===== src/rtl/rom_play_ctrl_if.sv =====
`timescale 1ns/1ps
// rom_play_ctrl_if -- ROM read bus between the playback controller and a
// synchronous ROM.
//   rom_addr : word address, meaningful while rom_rd is high
//   rom_rd   : read strobe, one cycle per word
//   rom_data : ROM word, valid exactly one cycle after rom_rd
//   state    : controller FSM state (debug visibility only)
// Handshake: a read is requested by rom_rd=1 with rom_addr for one cycle;
// the ROM returns rom_data on the following cycle with no back-pressure.
interface rom_play_ctrl_if #(
    parameter int ADDR_W = 8,
    parameter int DATA_W = 8
);
    logic [ADDR_W-1:0] rom_addr;
    logic              rom_rd;
    logic [DATA_W-1:0] rom_data;
    logic [1:0]        state;

    modport master (
        output rom_addr,
        output rom_rd,
        input  rom_data,
        output state
    );

    modport slave (
        input  rom_addr,
        input  rom_rd,
        output rom_data,
        input  state
    );
endinterface


===== src/rtl/rom_play_ctrl.sv =====
`timescale 1ns/1ps
// rom_play_ctrl -- plays a sequence of ROM words at a programmable rate.
//   Clk, Reset   : clock and asynchronous active-high reset
//   start        : one-cycle request to begin playback (IDLE only)
//   stop         : abort playback, no done pulse
//   loop_en      : at end of sequence, wrap to address 0 (sampled live)
//   length       : words to play, latched when start is accepted
//   rate_div     : extra hold cycles per word, latched with start
//   rom          : ROM read bus (address, strobe, returned data)
//   sample_out   : last word fetched; sample_valid pulses when it updates
//   busy         : high whenever not IDLE
//   done         : one-cycle pulse on normal completion or zero-length start
//   loop_count   : completed wraps since the last accepted start (saturating)
// Each word takes FETCH(1) + WAIT(1) + HOLD(DIV+1) = DIV+3 cycles.
module rom_play_ctrl #(
    parameter int ADDR_W = 8,
    parameter int DATA_W = 8,
    parameter int DIV_W  = 16
) (
    input  logic              Clk,
    input  logic              Reset,
    input  logic              start,
    input  logic              stop,
    input  logic              loop_en,
    input  logic [ADDR_W-1:0] length,
    input  logic [DIV_W-1:0]  rate_div,
    rom_play_ctrl_if.master   rom,
    output logic [DATA_W-1:0] sample_out,
    output logic              sample_valid,
    output logic              busy,
    output logic              done,
    output logic [15:0]       loop_count
);
    typedef enum logic [1:0] {
        S_IDLE  = 2'd0,
        S_FETCH = 2'd1,
        S_WAIT  = 2'd2,
        S_HOLD  = 2'd3
    } state_t;

    state_t            state_q, state_d;
    logic [ADDR_W-1:0] addr_q;
    logic [ADDR_W-1:0] len_q;
    logic [DIV_W-1:0]  div_q;
    logic [DIV_W-1:0]  cnt_q;

    // Decoded actions for the datapath, produced alongside the next state.
    logic accept;       // start taken with a non-empty sequence
    logic empty_start;  // start taken with length 0: done only
    logic step;         // move to the next address
    logic wrap;         // end of sequence with looping
    logic finish;       // end of sequence without looping

    always_comb begin
        state_d     = state_q;
        accept      = 1'b0;
        empty_start = 1'b0;
        step        = 1'b0;
        wrap        = 1'b0;
        finish      = 1'b0;
        case (state_q)
            S_IDLE: begin
                // stop has priority over a simultaneous start
                if (start && !stop) begin
                    if (length != '0) begin
                        accept  = 1'b1;
                        state_d = S_FETCH;
                    end else begin
                        empty_start = 1'b1;
                    end
                end
            end
            S_FETCH: state_d = stop ? S_IDLE : S_WAIT;
            S_WAIT:  state_d = stop ? S_IDLE : S_HOLD;
            S_HOLD: begin
                if (stop) begin
                    state_d = S_IDLE;
                end else if (cnt_q == '0) begin
                    if (addr_q != len_q - ADDR_W'(1)) begin
                        step    = 1'b1;
                        state_d = S_FETCH;
                    end else if (loop_en) begin
                        wrap    = 1'b1;
                        state_d = S_FETCH;
                    end else begin
                        finish  = 1'b1;
                        state_d = S_IDLE;
                    end
                end
            end
            default: state_d = S_IDLE;
        endcase
    end

    always_ff @(posedge Clk or posedge Reset) begin
        if (Reset) begin
            state_q      <= S_IDLE;
            addr_q       <= '0;
            len_q        <= '0;
            div_q        <= '0;
            cnt_q        <= '0;
            sample_out   <= '0;
            sample_valid <= 1'b0;
            done         <= 1'b0;
            loop_count   <= '0;
        end else begin
            state_q      <= state_d;
            sample_valid <= 1'b0;
            done         <= empty_start | finish;

            if (accept) begin
                len_q      <= length;
                div_q      <= rate_div;
                addr_q     <= '0;
                loop_count <= '0;
            end

            // ROM data is valid during WAIT; an abort here leaves sample_out alone
            if (state_q == S_WAIT && !stop) begin
                sample_out   <= rom.rom_data;
                sample_valid <= 1'b1;
                cnt_q        <= div_q;
            end

            if (state_q == S_HOLD && !stop && cnt_q != '0) begin
                cnt_q <= cnt_q - DIV_W'(1);
            end

            if (step) begin
                addr_q <= addr_q + ADDR_W'(1);
            end

            if (wrap) begin
                addr_q <= '0;
                if (loop_count != 16'hFFFF) begin
                    loop_count <= loop_count + 16'd1;
                end
            end
        end
    end

    assign rom.rom_addr = addr_q;
    assign rom.rom_rd   = (state_q == S_FETCH);
    assign rom.state    = state_q;
    assign busy         = (state_q != S_IDLE);

endmodule

===== src/flat_wrapper.sv =====
// flat-port wrapper written by rule: the top's interface ports become plain ports
module rom_play_ctrl_flat 
#(
    parameter int ADDR_W = 8,
    parameter int DATA_W = 8,
    parameter int DIV_W  = 16
)
  (Clk, Reset, start, stop, loop_en, length, rate_div, sample_out, sample_valid, busy, done, loop_count, rom_rom_addr, rom_rom_rd, rom_rom_data, rom_state);
  rom_play_ctrl_if #(.ADDR_W(ADDR_W), .DATA_W(DATA_W)) rom_i ();
  input  logic Clk;
  input  logic Reset;
  input  logic start;
  input  logic stop;
  input  logic loop_en;
  input  logic [ADDR_W-1:0] length;
  input  logic [DIV_W-1:0] rate_div;
  output logic [DATA_W-1:0] sample_out;
  output logic sample_valid;
  output logic busy;
  output logic done;
  output logic [15:0] loop_count;
  output wire logic [$bits(rom_i.rom_addr)-1:0] rom_rom_addr;
  output wire logic [$bits(rom_i.rom_rd)-1:0] rom_rom_rd;
  input wire logic [$bits(rom_i.rom_data)-1:0] rom_rom_data;
  output wire logic [$bits(rom_i.state)-1:0] rom_state;
  assign rom_rom_addr = rom_i.rom_addr;
  assign rom_rom_rd = rom_i.rom_rd;
  assign rom_i.rom_data = rom_rom_data;
  assign rom_state = rom_i.state;
  rom_play_ctrl #(.ADDR_W(ADDR_W), .DATA_W(DATA_W), .DIV_W(DIV_W)) u_core (.Clk(Clk), .Reset(Reset), .start(start), .stop(stop), .loop_en(loop_en), .length(length), .rate_div(rate_div), .rom(rom_i), .sample_out(sample_out), .sample_valid(sample_valid), .busy(busy), .done(done), .loop_count(loop_count));
endmodule

===== config.mk =====
export PLATFORM = sky130hd
export DESIGN_NAME = rom_play_ctrl_flat
export DESIGN_NICKNAME = d
export VERILOG_FILES = /design/src/rtl/rom_play_ctrl_if.sv /design/src/rtl/rom_play_ctrl.sv /design/src/flat_wrapper.sv
export SDC_FILE = /design/constraint.sdc
export NUM_CORES = 1
export LEC_CHECK = 0
export BUFFER_PORTS_ARGS = -buffer_cell sky130_fd_sc_hd__buf_2
export CAP_MARGIN = 0
export CORE_MARGIN = 2
export CORE_UTILIZATION = 35
export DETAILED_ROUTE_END_ITERATION = 10
export GPL_TIMING_DRIVEN = 0
export PLACE_DENSITY = 0.58
export RECOVER_POWER = 100
export SETUP_SLACK_MARGIN = 0.5
export SYNTH_ARGS = -nofsm -noshare
export SYNTH_HDL_FRONTEND = slang
export SYNTH_SLANG_ARGS = --single-unit
export TNS_END_PERCENT = 30

===== constraint.sdc =====
create_clock -name Clk -period 3.5 [get_ports Clk]
set_input_delay 0.175 -clock Clk [delete_from_list [all_inputs] [get_ports Clk]]
set_output_delay 0.175 -clock Clk [all_outputs]
set_load 0.05 [all_outputs]

=== Word-level counts from Yosys, hierarchy flattened ===
Cells that the tools add are included.

* Register bits after elaboration: 76
* Input port bits: 37
* Output and inout port bits: 38

* Add/subtract/negate cells: 4
* Equal/unequal tests: 8
* Muxes and demuxes: 38
* Bitwise logic cells: 1
* Reduce and logical (&&, ||, !) cells: 13

{| class="wikitable"
|+ Operators by type and width
! operator !! number
|-
| two-way mux 16 bit || 5
|-
| two-way mux 8 bit || 3
|-
| two-way mux 1 bit || 22
|-
| adder 16 x 1 -> 16 bit, second input constant || 1
|-
| zero test 16 bit || 1
|-
| inequality test 16 bit, second input constant || 1
|-
| nonzero test 16 bit || 1
|-
| subtractor 16 x 1 -> 16 bit, second input constant || 1
|-
| two-way mux 2 bit || 7
|-
| adder 8 x 1 -> 8 bit, second input constant || 1
|-
| inequality test 8 bit || 1
|-
| case mux 2 bit (4 select lines) || 1
|-
| nonzero test 8 bit || 1
|-
| subtractor 8 x 1 -> 8 bit, second input constant || 1
|-
| equality test 2 bit, second input constant || 2
|-
| logical AND 1 bit || 4
|-
| inequality test 2 x 1 -> 1 bit, second input constant || 2
|-
| nonzero test 2 bit || 2
|-
| inequality test 3 x 2 -> 1 bit, second input constant || 1
|-
| AND reduction 3 bit || 1
|-
| nonzero test 3 bit || 1
|-
| equality test 2 x 1 -> 1 bit, second input constant || 1
|-
| zero test 2 bit || 1
|-
| zero test 1 bit || 1
|-
| OR 1 bit || 1
|}

=== Depth between registers and ports, before layout ===
Gate-level depths: netlist of the first run.

* Depth after elaboration: 8
* Depth in mapped cells: 10
* Mapped depth without buffers: 9

=== Worst setup path before layout of the first run ===
No wires, ideal clock.

* Path type: flip-flop to flip-flop
* Start: reg u_core.cnt_q[0]
* End: reg u_core.loop_count[10]
* Arrival: 2.387 ns
* Required time: 3.376 ns
* Slack: 0.989 ns
* Stages on the path, launching flop included: 11
* Buffers on the path: 1
* Path through: dfrtp_1 -> inv_1 -> ha_1 -> or4b_1 -> nor3_4 -> nand3_2 -> a21oi_2 -> nand3_2 -> and2_1 -> buf_6 -> a211o_1

* Longest elaborated chain between the ends: 5

{| class="wikitable"
|+ RTL lines
! what !! line !! text
|-
| from (decl) || rom_play_ctrl.sv:45 || <nowiki>logic [DIV_W-1:0] cnt_q;</nowiki>
|-
| from (signal assigned) || rom_play_ctrl.sv:122 || <nowiki>cnt_q <= div_q;</nowiki>
|-
| from (signal assigned) || rom_play_ctrl.sv:126 || <nowiki>cnt_q <= cnt_q - DIV_W'(1);</nowiki>
|-
| zero test 16 bit || rom_play_ctrl.sv:78 || <nowiki>end else if (cnt_q == '0) begin</nowiki>
|-
| two-way mux 1 bit || rom_play_ctrl.sv:78 ||
|-
| two-way mux 1 bit || rom_play_ctrl.sv:76 || <nowiki>if (stop) begin</nowiki>
|-
| two-way mux 1 bit || rom_play_ctrl.sv:61 || <nowiki>case (state_q)</nowiki>
|-
| two-way mux 16 bit || rom_play_ctrl.sv:133 || <nowiki>if (wrap) begin</nowiki>
|-
| to (signal assigned) || rom_play_ctrl.sv:136 || <nowiki>loop_count <= loop_count + 16'd1;</nowiki>
|-
| to (decl) || rom_play_ctrl.sv:32 || <nowiki>output logic [15:0] loop_count</nowiki>
|}

No other way between the ends.
A chain may end at the register's enable or synchronous reset.

=== Worst setup path in the final report of the first run ===
* Start: reg u_core.cnt_q[0]
* End: reg u_core.loop_count[9]

The elaborated chain is that of the path after synthesis.

==> results.toml, run 1 <==
[timing]
max_freq_mhz = 335.0
final-setup-viol-count = 0
rsz0062_at_grt = "false"
worst_slew_pin_slew_ns = 1.227
slew_headroom_pct = 17.73
fin_crit_sh_pct = 85.28
timing.hold.ws_ns = 0.01849
period_needed_ns = 2.985
timing_hold_violations_final = 0
finalMaxSlewViolations = 0
skew_ns = 0.01328
fin_tns_setup_ns = 0

[clocking]
cts_tree = "yes"
cts_root_buf = "clkbuf_8"
htreeDepth = 3
numCtsBuffers = 9
clk_latency_ns = 0.37
clk_pin_slew_ns = 0.09
clock_sinks = 76
ctsResizeCount = 0
cts_max_path_buffers = 2
cts_setup_buffers = 0

[yosys]
yosys_warnings = 0
synth_cell_types = 58
syn_area_per_cell_um2 = 9.683
yosysTopAreaCell = "dfrtp_1"
ys_seq_elements = 76
synth_top_area_share_pct = 48.38
syn-cell-area_um2 = 3931
synth_edf_count = 0
syn_inst = 406
async_reset_ff_share_pct = 100.0
seq_area_frac_synth_pct = 48.38
synth_area_leaders = "dfrtp_1, nand2_1, mux2_2"
ys.flop_type = "dfrtp_1"
syn_nets = 447

[worst_setup_path]
cpMostUsedCell = "nand3_1"
critPathMaxStageDelay_ns = 0.53
crit_buf_inv = 2
required_ns = 3.75
r2r_start = "u_core.cnt_q[0]$_DFFE_PP0P_"
crit_chain = "inv_1, ha_1, or4b_1, nor3_4, nand3_1, a21oi_1, nand3_1, and2_0, clkbuf_2, a211o_1"
crit_type = "reg -> reg"
worstPathMaxFanout = 10
cp_num_cells = 10
r2r_slack_ns = 0.52
cp_slowest_cell = "or4b_1"
cp-start-kind = "register"
worstReg2RegEnd = "u_core.loop_count[9]$_DFF_PP0_"
cp.arrival_ns = 3.24
endpoint_kind = "register"
cp_top_family = "simple AND/OR/NAND/NOR gates"
ff2ff_path_depth = 10

[pwr]
p_total_mw = 3.334
irDropWorstVdd_mv = 0.4623
powerDensity_nw_per_um2 = 706.5
leakage_nw = 2.099

[floorplanning]
initial_utilization_pct = 36.11
pin_count = 75
core_um2 = 10890
die_area_um2 = 12100
fp.dieH_um = 110.0
die-width_um = 110.0
rows = 38

[run]
maxCapViolCount = 0

[route]
dr.first_iter.drc_count = 111
wirelength_um = 9267
vias = 3349
routed_via_density = 5.184
wl_per_cell_um = 14.35
drc = 0
ant_nets = 0
dr.pass1.iters = 4

[finish]
final_common_cell = "nand2_1"
drive_gt1_share_pct = 15.61
n_fill_cell = 1087
area_growth_pct = 20.02
nets = 542
n_antenna_cell = 0
final_cell_mix = "nand2_1, dfrtp_1, clkbuf_1, buf_2, nor2_1"

[global_routing]
grt_overflow = 0
grt_use_total_pct = 16.53
grt_antenna_before_repair = 0
grt_max_degree = 50
grt_pass1_vias = 3131
grt_first_pass_wirelength_um = 15440

[hold_path]
hold_class = "in -> reg"
hp-start = "length[3]"
hold_depth = 3
worstHoldEndpoint = "u_core.len_q[3]$_DFFE_PP0P_"

[placement]
hpwl_um = 6633
place_congestion = 0.8035
port_buffers = 74

[run_status]
status = "finished, final reports clean"
cell families after synthesis:
kind of cell | share of synthesized area [%]
and+or+nand+nor | 23.84
AOI/OAI and AO/OA | 14.26
DFF | 48.38
buffers and inverters | 2.610
muxes | 5.633
xor gates and xnor gates | 4.010
adders and majority gates | 1.273
worst max path at each step:
stage	slack (ns)	start	end
final	0.52	u_core.cnt_q[0]$_DFFE_PP0P_	u_core.loop_count[9]$_DFF_PP0_
after floorplan	0.99	u_core.cnt_q[0]$_DFFE_PP0P_	u_core.loop_count[10]$_DFF_PP0_
after global placement	0.33	Reset	u_core.div_q[10]$_DFFE_PP0P_
after CTS	0.66	u_core.cnt_q[0]$_DFFE_PP0P_	u_core.loop_count[9]$_DFF_PP0_
after global routing	0.27	u_core.cnt_q[0]$_DFFE_PP0P_	u_core.loop_count[2]$_DFF_PP0_
after detailed placement	0.69	u_core.cnt_q[0]$_DFFE_PP0P_	u_core.loop_count[2]$_DFF_PP0_
cells in the mapped netlist, types with 3 or more instances:
| cell | number |
|---|---|
| a211o_1 | 5 |
| a21o_1 | 8 |
| a21oi_1 | 11 |
| a221o_1 | 4 |
| a22o_1 | 5 |
| and2_1 | 3 |
| clkbuf_1 | 11 |
| dfrtp_1 | 76 |
| ha_1 | 4 |
| inv_1 | 11 |
| mux2_2 | 17 |
| mux2i_1 | 3 |
| nand2_1 | 77 |
| nand2b_1 | 5 |
| nand3_1 | 18 |
| nor2_1 | 22 |
| nor2b_1 | 3 |
| nor3_1 | 14 |
| nor3b_1 | 4 |
| nor4_1 | 7 |
| o211ai_1 | 5 |
| o21ai_0 | 16 |
| o22ai_1 | 3 |
| o311ai_0 | 5 |
| or2_2 | 3 |
| or3_1 | 6 |
| or4_1 | 5 |
| xnor2_1 | 10 |
| xor2_1 | 8 |
sequential cells by signal, indices dropped and copies added, names as in the netlist:
signal               flops
u_core.sample_out        8
u_core.loop_count       16
u_core.rom.state         2
u_core.div_q            16
u_core.cnt_q            16
u_core.done              1
u_core.len_q             8
u_core.rom.rom_addr      8
u_core.sample_valid      1
routing by layer:
metal / global-route usage [%] / vias up / wire length [um]
li1: - / 1660 / -
met1: 22.07 / 1605 / 4332
met2: 26.12 / 74 / 4370
met3: 4.468 / 10 / 451
met4: 5.244 / 0 / 112
met5: 0 / - / 0
repair_timing:
item / CTS / global route
hold buffers: 9 / 0
setup endpoints to repair: 0 / 5
endpoints found under the hold margin: 35 / 0
worst min-delay path, delay by kind of cell:
| kind | cells | cell delay [ns] |
|---|---|---|
| buf+inv | 1 | 0.09 |
| simple gates | 2 | 0.09 |
stage by stage:
step	instances	setup WS, ns	utilization, %	cell area, um^2
after floorplan	406	0.9888	-	3931
after global placement	620	0.3341	41.12	4477
after detailed placement	621	0.6940	41.39	4507
after CTS	646	0.6618	44.19	4811
after global routing	646	0.2718	43.33	4718
final	646	0.5152	43.33	4718
cell type report:
cell class	count	area, um^2	share of cell area (%)
multi-input cells	305	1913	40.55
flip-flops and latches	76	1902	40.31
repair buffers	84	417.9	8.857
well taps	140	175.2	3.713
clock buffers	9	123.9	2.625
clock inverters	7	90.09	1.909
plain buffers	14	53.80	1.140
inverters	11	42.54	0.9016
power by group:
part	switching, mW	internal, mW
Clock	0.380	0.350
Sequential	0.260	1.16
Combinational	0.736	0.450
Total	1.38	1.96
No activity file was read; power rests on OpenSTA's default activity.
==> inputs of run 2 (changes only) <==
RECOVER_POWER = default   (was 100)
==> run 2 against run 1 <==
- sequential power hardly changed
- die area did not move
- first-iteration DRC count is 8.1% higher
- via count down 0.81%
- clock power about the same
- fmax is 7.6% higher
- global-route usage stayed put
- hold slack got worse by 0.0029 ns
- critical path depth unchanged
- core utilization is 0.85 points higher
- non-clock buffer count did not move
- critical path type unchanged
- critical endpoint is now u_core.loop_count[2]$_DFF_PP0_
- largest cell class unchanged
==> results.toml, run 2 (synthesized netlist as in run 1, its figures left out) <==
[run_status]
status = "finished, final reports clean"

[pwr]
powerDensity_nw_per_um2 = 699.3
swShare_pct = 40.99
power.share.combinational_pct = 36.2
seqPwrFrac_pct = 42.1
p_int_mw = 1.985
p_total_mw = 3.364
irDropWorstVdd_mv = 0.4728
leakage_nw = 2.270
power.share.clock_pct = 21.7
power.switching_mw = 1.379

[worst_setup_path]
cp-start-kind = "register"
critPathMaxStageDelay_ns = 0.53
endpoint_kind = "register"
cp_slowest_cell = "or4b_1"
required_ns = 3.76
r2r_start = "u_core.cnt_q[0]$_DFFE_PP0P_"
worstReg2RegEnd = "u_core.loop_count[2]$_DFF_PP0_"
worstPathMaxFanout = 10
cpMostUsedCell = "nand3_2"
r2r_slack_ns = 0.72
ff2ff_path_depth = 10
crit_chain = "inv_1, ha_1, or4b_1, nor3_4, nand3_2, a21oi_2, nand3_2, and2_1, buf_6, a211o_1"
cp.arrival_ns = 3.03
crit_type = "reg -> reg"

[floorplanning]
pin_count = 75
die-width_um = 110.0
core_um2 = 10890
rows = 38
initial_utilization_pct = 36.11
fp.dieH_um = 110.0
die_area_um2 = 12100

[finish]
drive_gt1_share_pct = 23.91
final_cell_mix = "nand2_1, dfrtp_1, buf_2, nor2_1, nand3_1"
nets = 542
area_growth_pct = 22.37
final_common_cell = "nand2_1"
fin_cells = 646
top_regs = "u_core.cnt_q: 16 flops, u_core.div_q: 16 flops, u_core.loop_count: 16 flops"
n_antenna_cell = 0

[route]
drc = 0
routed_via_density = 5.142
dr.pass1.iters = 4
wl_met2_um = 4355
wl_per_cell_um = 14.30
vias = 3322
ant_nets = 0
top_layer = "met4"
wl_met3_um = 487
dr.first_iter.drc_count = 120
drt-met1-wl_um = 4289
wirelength_um = 9238

[global_routing]
grt_use_total_pct = 16.53
grt_max_degree = 50
grt_overflow = 0
grt_antenna_before_repair = 0
grt_pass1_vias = 3131
grt_first_pass_wirelength_um = 15440

[clocking]
numCtsBuffers = 9
cts_root_buf = "clkbuf_8"
htreeDepth = 3
cts_setup_buffers = 0
cts_tree = "yes"
clk_pin_slew_ns = 0.09
clk_latency_ns = 0.37
clock_sinks = 76
cts_max_path_buffers = 2
ctsResizeCount = 0

[timing]
max_freq_mhz = 360.4
fin_tns_setup_ns = 0
worst_slew_pin_slew_ns = 0.6667
skew_ns = 0.01327
timing_hold_violations_final = 0
period_needed_ns = 2.775
final-setup-viol-count = 0
rsz0062_at_grt = "false"
fin_crit_sh_pct = 79.29
setup_slack_ns = 0.7250
finalMaxSlewViolations = 0
slew_headroom_pct = 55.36

[placement]
post-place-ws_ns = 0.6940
placedCellCount = 621
port_buffers = 74
place_congestion = 0.8035
hpwl_um = 6633

[hold_path]
hp-start = "length[3]"
worstHoldEndpoint = "u_core.len_q[3]$_DFFE_PP0P_"
hold_depth = 3
hold_class = "in -> reg"

[run]
maxCapViolCount = 0
run 2: worst max-delay path, delay by kind of cell (launching register included):
family	cells	cell delay (ns)
adder cells (fa/ha/maj)	1	0.25
flip-flops	1	0.42
AND/OR/NAND/NOR	5	1.33
buffers and inverters	2	0.24
AO/OA/AOI/OAI	2	0.43
run 2: area by class of cell:
class,count,area (um^2)
Multi-Input combinational cell,305,1927
Tap cell,140,175.2
Clock inverter,7,90.09
Clock buffer,9,123.9
Timing Repair Buffer,84,488.0
Fill cell,1071,6077
Buffer,14,61.31
Sequential cell,76,1902
Inverter,11,43.79
run 2: worst max-delay path by stage:
| stage | start | endpoint | slack [ns] |
|---|---|---|---|
| 6_report | u_core.cnt_q[0]$_DFFE_PP0P_ | u_core.loop_count[2]$_DFF_PP0_ | 0.72 |
| 5_1_grt | u_core.cnt_q[0]$_DFFE_PP0P_ | u_core.loop_count[7]$_DFF_PP0_ | 0.51 |
| 4_1_cts | u_core.cnt_q[0]$_DFFE_PP0P_ | u_core.loop_count[9]$_DFF_PP0_ | 0.66 |
| 3_5_place_dp | u_core.cnt_q[0]$_DFFE_PP0P_ | u_core.loop_count[2]$_DFF_PP0_ | 0.69 |
| 3_3_place_gp | Reset | u_core.div_q[10]$_DFFE_PP0P_ | 0.33 |
| 2_1_floorplan | u_core.cnt_q[0]$_DFFE_PP0P_ | u_core.loop_count[10]$_DFF_PP0_ | 0.99 |
run 2: stage by stage:
step	hold slack, ns	utilization, %	instance area [um^2]
finish	0.01555	44.19	4811
global route	0.005670	44.19	4811
floorplan	0.2721	-	3931
global placement	0.3652	41.12	4477
CTS	0.004226	44.19	4811
detailed placement	0.2005	41.39	4507
run 2: repair_timing:
| item | 4_1_cts | 5_1_grt |
|---|---|---|
| hold buffers | 9 | 0 |
| setup endpoints to repair | 0 | 5 |
| hold endpoints to repair | 35 | 0 |
run 2: power groups by stage:
stage	combinational, mW	sequential (mW)	clock, mW
after CTS	1.23	1.41	0.753
after detailed placement	1.22	1.43	0
after floorplan	0.773	1.56	0
final	1.22	1.42	0.732
after global placement	1.18	1.42	0
after global routing	1.36	1.47	0.794
run 2: per-layer routing:
| metal | track usage [%] | vias up |
|---|---|---|
| met5 | 0 | - |
| met1 | 22.07 | 1575 |
| met2 | 26.12 | 77 |
| li1 | - | 1662 |
| met3 | 4.468 | 8 |
| met4 | 5.244 | 0 |
